===== config.mk =====
export PLATFORM = sky130hd
export DESIGN_NAME = serial_sub_unit
export DESIGN_NICKNAME = d
export VERILOG_FILES = /design/src/rtl/serial_sub_unit_pkg.sv /design/src/rtl/serial_sub_unit_cell.sv /design/src/rtl/serial_sub_unit.sv
export SDC_FILE = /design/constraint.sdc
export NUM_CORES = 1
export LEC_CHECK = 0
export CORE_MARGIN = 1
export CORE_UTILIZATION = 45
export DETAILED_ROUTE_END_ITERATION = 16
export DONT_BUFFER_PORTS = 1
export HOLD_SLACK_MARGIN = 0.1
export PLACE_DENSITY = 0.6
export SKIP_CTS_REPAIR_TIMING = 1
export SYNTH_ARGS = -nofsm -noshare
export SYNTH_HDL_FRONTEND = slang
export SYNTH_SLANG_ARGS = --single-unit

===== constraint.sdc =====
create_clock -name clk -period 1.69 [get_ports clk]
set_input_delay 0.169 -clock clk [delete_from_list [all_inputs] [get_ports clk]]
set_output_delay 0.169 -clock clk [all_outputs]
set_load 0.01 [all_outputs]

===== src/rtl/serial_sub_unit_pkg.sv =====
// Shared definitions for the bit-serial arithmetic units.
package serial_arith_pkg;

    // Sequencer-visible state encodings
    typedef enum logic [1:0] {
        ST_IDLE = 2'b00,
        ST_RUN  = 2'b01,
        ST_DONE = 2'b10
    } state_t;

    // Subtraction always starts with no incoming borrow
    localparam logic BORROW_IN = 1'b0;

endpackage


===== src/rtl/serial_sub_unit_cell.sv =====
// One-bit combinational full subtractor: d = a - b - bin, with borrow out.
module full_sub_cell (
    input  logic a,
    input  logic b,
    input  logic bin,
    output logic d,
    output logic bout
);

    // Difference bit and borrow generation for a single bit position
    always_comb begin
        d    = a ^ b ^ bin;
        bout = (~a & b) | (~(a ^ b) & bin);
    end

endmodule


===== src/rtl/serial_sub_unit.sv =====
// Bit-serial WIDTH-bit subtractor, diff = ain - bin (mod 2^WIDTH), LSB first,
// one bit per clock through a single full_sub_cell, with a start/done handshake.
module serial_sub_unit
    import serial_arith_pkg::*;
#(
    parameter int unsigned WIDTH = 4
) (
    input  logic             clk,
    input  logic             rst_n,
    input  logic             start,
    input  logic [WIDTH-1:0] ain,
    input  logic [WIDTH-1:0] bin,
    output logic             busy,
    output logic             done,
    output logic [WIDTH-1:0] diff,
    output logic             bout,
    output logic             ovf
);

    localparam int unsigned    CW   = (WIDTH > 1) ? $clog2(WIDTH) : 1;
    localparam logic [CW-1:0]  LAST = CW'(WIDTH - 1);

    state_t           r_state;
    logic [CW-1:0]    r_cnt;
    logic [WIDTH-1:0] r_a;
    logic [WIDTH-1:0] r_b;
    logic [WIDTH-1:0] r_res;
    logic             r_br;
    logic             r_busy;
    logic             r_done;
    logic [WIDTH-1:0] r_diff;
    logic             r_bout;
    logic             r_ovf;

    logic             w_d;
    logic             w_br_next;

    full_sub_cell u_cell (
        .a    (r_a[0]),
        .b    (r_b[0]),
        .bin  (r_br),
        .d    (w_d),
        .bout (w_br_next)
    );

    // Control FSM, serial datapath and registered result/handshake outputs
    always_ff @(posedge clk or negedge rst_n) begin
        if (!rst_n) begin
            r_state <= ST_IDLE;
            r_cnt   <= '0;
            r_a     <= '0;
            r_b     <= '0;
            r_res   <= '0;
            r_br    <= 1'b0;
            r_busy  <= 1'b0;
            r_done  <= 1'b0;
            r_diff  <= '0;
            r_bout  <= 1'b0;
            r_ovf   <= 1'b0;
        end else begin
            case (r_state)
                ST_IDLE: begin
                    r_done <= 1'b0;
                    if (start) begin
                        r_a     <= ain;
                        r_b     <= bin;
                        r_res   <= '0;
                        r_br    <= BORROW_IN;
                        r_cnt   <= '0;
                        r_busy  <= 1'b1;
                        r_state <= ST_RUN;
                    end
                end

                ST_RUN: begin
                    r_res <= {w_d, r_res[WIDTH-1:1]};
                    r_a   <= r_a >> 1;
                    r_b   <= r_b >> 1;
                    r_br  <= w_br_next;
                    r_cnt <= r_cnt + 1'b1;
                    if (r_cnt == LAST) begin
                        // Bit 0 of the operand registers now holds the original
                        // MSBs, so the overflow test uses them directly.
                        r_diff  <= {w_d, r_res[WIDTH-1:1]};
                        r_bout  <= w_br_next;
                        r_ovf   <= (r_a[0] != r_b[0]) && (w_d != r_a[0]);
                        r_done  <= 1'b1;
                        r_state <= ST_DONE;
                    end
                end

                ST_DONE: begin
                    r_done  <= 1'b0;
                    r_busy  <= 1'b0;
                    r_state <= ST_IDLE;
                end

                default: begin
                    r_done  <= 1'b0;
                    r_busy  <= 1'b0;
                    r_state <= ST_IDLE;
                end
            endcase
        end
    end

    assign busy = r_busy;
    assign done = r_done;
    assign diff = r_diff;
    assign bout = r_bout;
    assign ovf  = r_ovf;

endmodule


==> summary.txt, run 1 <==
fin area -> 0.00129 sq mm
yosys warns -> 0
switching pwr -> 0.864 mW
First DRT Iteration DRCs -> 6
type of origin of the critical path -> flop
clk buf depth -> 2
Clock Latency Late Sink -> 0.30 ns
fin crit period -> 1.48 ns
grt total ovfl -> 0
Max Slew Vio Count -> 0
Area after DPL -> 0.00119 sq mm
Post-Syn Area -> 0.00118 sq mm
Worst slew margin -> 0.701
post-synth net total -> 99
via count -> 691
setup_tns -> 0 ns
combinational share of power -> 0.422
leak pwr -> 0.588 nW
area delta synth->final -> 9.57%
Die X -> 53.1 um
Max Fanout on Critical Path -> 3
die outline area -> 0.00282 sq mm
Die Ht -> 53.1 um
total wire length -> 1.98 mm
biggest area consumer among synthesized cells -> dfrtp_1
wire length per cell -> 16.1 um
clock buffer count from CTS -> 3
Yosys reg bits -> 24
Cell variety after synth -> 23
status -> completed
largest net degree at the start of global routing -> 25
ys flop type -> dfrtp_1
crit end category -> flop
CP Data Required Time -> 1.90 ns
Port Buffers -> 0
Post-synth EDFFs -> 0
CTS tree -> yes
Post-Synthesis Cells -> 85
drt via density -> 5.62
Core Area -> 0.00248 sq mm
H-tree levels -> 1
initial antenna violation count -> 0
Internal -> 1.42 mW
nets@finish -> 109
Top delay family on crit path -> adder cells
max cap viols -> 0
Hold Slack -> 0.102 ns
VDD IR max -> 0.862 mV
Crit Path Category -> reg -> reg
Seq pwr share -> 0.470
clock network power share -> 0.109
# rows -> 18
asr flop ratio synth -> 1.00
GP Congestion -> 0.705
Power per Cell Area -> 1770 mW/mm^2
RSZ-0062 raised after global routing -> false
sequential area share after synthesis -> 0.511
Tightest Pin Transition -> 0.448 ns
fraction of layout cells with a size suffix above 1 -> 0.237
switching share of power -> 0.379
clock tree sinks -> 24
hold path cells -> 2
n_diodes -> 0
Avg Cell Area, Syn -> 13.8 sq um
Total Power Consumption -> 2.28 mW
Critical Path Stages -> 4
max incr delay on CP -> 0.47 ns
Setup Skew -> 0.00159 ns
root buffer cell -> clkbuf_4
GRT Total Usage -> 0.164
Yosys top cell area share -> 0.511
vias in the first global route -> 728
HPWL Detailed -> 1.35 mm
Reg clk slew, reported paths -> 0.13 ns
Starting Density -> 0.475
Final Hold Viols -> 0
top post-synthesis cells by area -> dfrtp_1, nor4b_2, a211oi_2
post-route antenna net violation count -> 0
fmax -> 0.674 GHz
CP Buf/Inv Count -> 1
Reg2Reg Depth -> 4
hold crit path type -> in -> reg
Remaining DRCs -> 0
post-route clock period utilization -> 0.878
Setup violations, final -> 0
drt first pass iters -> 4
WP data arrival -> 1.69 ns
first-pass GRT wire length -> 3.26 mm
Ports -> 19
slowest CP cell -> fa_1
CP Cell Sequence -> inv_1, fa_1, xor2_1, a32o_1
==> cell type report <==
class	count	area, sq um
Fill cell	232	1190
Tap cell	30	37.5
Timing Repair Buffer	11	110
Sequential cell	24	601
Clock buffer	3	22.5
Multi-Input combinational cell	45	480
Inverter	10	37.5
==> worst register-to-register path, delay by kind of cell (launching register included) <==
family	cells	cell delay [ns]
adders and majority gates	1	0.47
DFF	1	0.41
buffers and inverters	1	0.11
xor gates and xnor gates	1	0.16
AOI/OAI and AO/OA	1	0.24
==> Yosys cell counts (2+ instances only) <==
cell      number
inv_1         10
dfrtp_1       24
a21oi_1        2
nor2b_1        2
nand2b_1       2
mux2_1         5
a22o_1         7
ha_1           2
buf_6          4
a211oi_2       5
nor4b_2        5
nor3b_1        6
==> flip-flops by register name (all words and copies together) (netlist names) <==
signal,flops
bout,1
diff,4
busy,1
r_br,1
r_state,2
r_a,4
r_res,3
done,1
ovf,1
r_b,4
r_cnt,2
==> cells in the final DEF (no fill, tap or decap) <==
| cell | synthesis | final |
|---|---|---|
| dfrtp_1 | 24 | 24 |
| nor3b_1 | 6 | 6 |
| nand3b_4 | 1 | 1 |
| ha_1 | 2 | 2 |
| nor4b_1 | 1 | 1 |
| a21oi_1 | 2 | 2 |
| a211oi_2 | 5 | 5 |
| dlygate4sd3_1 | 0 | 6 |
| buf_4 | 1 | 4 |
| a32o_1 | 1 | 1 |
| a221oi_2 | 1 | 1 |
| o21bai_4 | 1 | 1 |
| a22o_1 | 7 | 7 |
| clkbuf_4 | 0 | 3 |
| nand2b_1 | 2 | 2 |
| nor4b_2 | 5 | 5 |
| inv_1 | 10 | 10 |
| o21a_1 | 1 | 1 |
| mux2_2 | 1 | 1 |
| fa_1 | 1 | 1 |
| mux2_1 | 5 | 5 |
| buf_12 | 0 | 1 |
| nor2b_1 | 2 | 2 |
| xor2_1 | 1 | 1 |
==> power groups by stage <==
stage	clock network (mW)	registers [mW]	logic [mW]
final	0.248	1.07	0.963
after floorplan	0	0.992	0.902
after global placement	0	1.08	0.906
after detailed placement	0	1.09	0.940
after CTS	0.251	1.08	0.948
after global routing	0.277	1.12	1.09
==> per-stage QoR <==
stage	worst slack, ns	instances	util
2_1_floorplan	0.279	85	-
3_5_place_dp	0.219	113	0.479
5_1_grt	0.134	123	0.520
3_3_place_gp	0.256	113	0.479
4_1_cts	0.201	116	0.488
6_report	0.205	123	0.520
==> cell families (layout without fill, tap and decap cells) <==
| logic type | Yosys count | after routing | synth area share |
|---|---|---|---|
| buf+inv | 16 | 24 | 0.0809 |
| mux | 6 | 6 | 0.0574 |
| fa+ha+maj | 3 | 3 | 0.0383 |
| xor+xnor | 1 | 1 | 0.00745 |
| flops | 24 | 24 | 0.511 |
| compound gates | 18 | 18 | 0.157 |
| simple gates | 17 | 17 | 0.148 |
==> layer usage <==
layer | vias up | part of all wire | track usage
li1 | 322 | - | -
met1 | 349 | 0.43 | 0.197
met2 | 18 | 0.53 | 0.289
met3 | 2 | 0.033 | 0.0345
met4 | 0 | 0.0066 | 0.0526
met5 | - | 0 | 0
==> final timing paths <==
check                      startpoint  endpoint  slack, ns
setup / recovery               r_b[0]       ovf       0.21
hold / removal                 bin[1]    r_b[1]       0.10
setup reg to reg               r_b[0]       ovf       0.21
hold reg to reg              r_res[1]   diff[0]       0.50
max in group asynchronous       rst_n   diff[2]       1.27
min in group asynchronous       rst_n       ovf       0.27
Power figures use the tool's default switching activity.
==> run 2, diff against run 1 <==
--- a/config.mk
+++ b/config.mk
@@ -5,13 +5,14 @@
 export SDC_FILE = /design/constraint.sdc
 export NUM_CORES = 1
 export LEC_CHECK = 0
+export BUFFER_PORTS_ARGS = -buffer_cell sky130_fd_sc_hd__buf_2
 export CORE_MARGIN = 1
 export CORE_UTILIZATION = 45
 export DETAILED_ROUTE_END_ITERATION = 16
-export DONT_BUFFER_PORTS = 1
 export HOLD_SLACK_MARGIN = 0.1
-export PLACE_DENSITY = 0.6
+export PLACE_DENSITY = 0.66
 export SKIP_CTS_REPAIR_TIMING = 1
 export SYNTH_ARGS = -nofsm -noshare
 export SYNTH_HDL_FRONTEND = slang
+export SYNTH_HIERARCHICAL = 1
 export SYNTH_SLANG_ARGS = --single-unit
==> run 2 against run 1 <==
Cell count rose by 15%. First-iteration DRC count rose by 33%. Clock power rose by 17%. Maximum frequency fell by 1.9%. Sequential power fell by 5%. Synthesized area fell by 7.1%. Global-route usage rose by 0.84 points. Critical path type unchanged.
==> summary.txt, run 2 <==
status -> completed
drt via density -> 5.24 (-6.7%)
Avg Cell Area, Syn -> 11.6 sq um (-16%)
largest net degree at the start of global routing -> 25 (unchanged)
clk buf depth -> 2 (unchanged)
grt total ovfl -> 0 (unchanged)
Reg clk slew, reported paths -> 0.12 ns (about the same)
fill count -> 210 (-9.5%)
met1 Usage GRT -> 0.231 (+0.0340)
Ports -> 19 (unchanged)
Core Area -> 0.00225 sq mm (-9.0%)
wire length per cell -> 13.3 um (-17%)
Tightest Pin Transition -> 0.531 ns (+0.0830 ns)
biggest area consumer among synthesized cells -> dfrtp_1
CTS tree -> yes
asr flop ratio synth -> 1.00 (unchanged)
initial antenna violation count -> 0 (unchanged)
Max Slew Vio Count -> 0 (unchanged)
switching pwr -> 0.761 mW (-12%)
multi-input logic area -> 439 sq um (-8.6%)
Die Ht -> 51.3 um (-3.5%)
hold crit path type -> in -> reg
CP Data Required Time -> 1.92 ns (+0.02 ns)
RSZ-0062 raised after global routing -> false
top post-synthesis cells by area -> dfrtp_1, mux2_2, nor2b_1
GP Congestion -> 0.741 (+5.1%)
Port Buffers -> 18 (+18)
grt met3 use -> 0.0298 (-0.00472)
via count -> 744 (+7.7%)
setup_tns -> 0 ns (unchanged)
type of origin of the critical path -> flop
First DRT Iteration DRCs -> 8 (+2)
Remaining DRCs -> 0 (unchanged)
Die X -> 51.3 um (-3.5%)
VDD IR max -> 0.849 mV (-1.5%)
area delta synth->final -> 14.0%
leak pwr -> 0.615 nW (+4.6%)
yosys warns -> 6 (+6)
GRT Total Usage -> 0.173 (+0.00845)
sequential area share after synthesis -> 0.550 (+0.0392)
drt first pass iters -> 4 (unchanged)
fin crit period -> 1.51 ns (+0.0281 ns)
die outline area -> 0.00263 sq mm (-6.9%)
HPWL Detailed -> 1.32 mm (-2.4%)
Seq pwr share -> 0.474 (+0.004)
post-route clock period utilization -> 0.895 (+0.0166)
max cap viols -> 0 (unchanged)
vias in the first global route -> 727 (-0.14%)
Final Hold Viols -> 0 (unchanged)
Internal -> 1.38 mW (-2.5%)
crit end category -> flop
n_diodes -> 0 (unchanged)
Crit Path Category -> reg -> reg
Power per Cell Area -> 1720 mW/mm^2 (-2.7%)
clock tree sinks -> 24 (unchanged)
post-synth net total -> 107 (+8.1%)
root buffer cell -> clkbuf_4
top cells by count, synth -> dfrtp_1, a21oi_1, nor2b_1, o21ai_0
WP data arrival -> 1.74 ns (+0.05 ns)
Post-synth EDFFs -> 0 (unchanged)
Reg2Reg Depth -> 4 (unchanged)
Setup violations, final -> 0 (unchanged)
Sequential cell area -> 601 sq um (unchanged)
post-route antenna net violation count -> 0 (unchanged)
ys flop type -> dfrtp_1
Worst slew margin -> 0.646 (-0.0545)
total wire length -> 1.89 mm (-4.7%)
fmax -> 0.661 GHz (-1.9%)
flop2flop setup slack -> 0.18 ns (-0.03 ns)
nets@finish -> 128 (+17%)
Yosys reg bits -> 24 (unchanged)
fraction of layout cells with a size suffix above 1 -> 0.298 (+0.0617)
combinational share of power -> 0.391 (-0.031)
Cell variety after synth -> 24 (+4.3%)
Setup Skew -> 0.00564 ns (+0.00405 ns)
Clock Latency Late Sink -> 0.31 ns (about the same)
Yosys top cell area share -> 0.550 (+0.0392)
clock network power share -> 0.136 (+0.027)
Max Fanout on Critical Path -> 5 (+2)
clock buffer count from CTS -> 3 (unchanged)
Post-Synthesis Cells -> 94 (+11%)
count leader, synth -> dfrtp_1
Starting Density -> 0.484 (+0.00971)
most common cell after layout, fill and taps aside -> dfrtp_1
post-layout util -> 0.552 (+0.0320)
most frequent cells in the layout -> dfrtp_1, buf_2, a21oi_1, nor2b_1, o21ai_0
first-pass GRT wire length -> 3.26 mm (+0.21%)
hold path cells -> 3 (+1)
# rows -> 17 (-1)
H-tree levels -> 1 (unchanged)
GR peak layer -> met2
switching share of power -> 0.355 (-0.0236)
Post-Syn Area -> 0.00109 sq mm (-7.1%)
Global Route met2 Usage -> 0.261 (-0.0281)
[run 2: changes by cell type after synthesis, sizes merged, moves of 3 or more]
cell and change:
a21oi +9, nor4b -6, nand2 +3, a22oi +6, o21ai +9, inv -5, nor3b -5, nor2b +9
buf -3, a211oi -5
[run 2: cell type report]
class | instances | share of cell area
multi-input combinational | 60 | 0.353
inverter | 5 | 0.0151
sequential | 24 | 0.482
clock buffer | 4 | 0.0291
tap | 28 | 0.0281
timing repair buffer | 21 | 0.0925
[run 2: worst paths after layout]
path	from	endpoint
min in group asynchronous	rst_n	ovf
min reg2reg	done	done
max reg2reg	r_a[0]	ovf
max in group asynchronous	rst_n	done
max	r_a[0]	ovf
min	ain[3]	r_a[3]
[run 2: cells by family (layout without fill, tap and decap cells)]
family                   count (synthesis)  count (layout)  share of synthesized area
flip-flops                              24              24                      0.550
AND/OR/NAND/NOR                         19              19                      0.119
AO/OA/AOI/OAI                           33              33                      0.191
multiplexers                             6               6                     0.0619
buffers and inverters                   10              30                     0.0481
adder cells (fa/ha/maj)                  2               2                     0.0298
[run 2: through the flow]
stage                     hold WS [ns]  instances  worst slack (ns)  total power [mW]  cell area, sq um
after global routing             0.114        142            0.0672              2.33              1240
after floorplan                 -0.127         94             0.314              1.66              1090
after global placement           0.177        137             0.266              1.84              1200
after detailed placement         0.188        137             0.164              1.88              1200
final                            0.121        142             0.177              2.14              1240
after CTS                       -0.174        141             0.144              2.18              1230
[run 2: critical path, cell delays in order (launching register included)]
cell and delay (ns):
dfrtp_1 0.45, fa_1 0.61, nor2b_1 0.14, a21oi_1 0.06, o21ai_0 0.17
[run 2: per-layer routing]
layer  vias to the layer above  wire, um
li1                        365         -
met1                       366       904
met2                        11       914
met3                         2        50
met4                         0        16
met5                         -         0
[run 2: power groups by stage]
stage               registers [mW]  clock network [mW]  logic [mW]
floorplan                     1.01                   0       0.649
global placement              1.02                   0       0.823
detailed placement            1.04                   0       0.845
CTS                           1.02               0.313       0.850
global route                  1.06               0.331       0.944
finish                        1.02               0.291       0.837
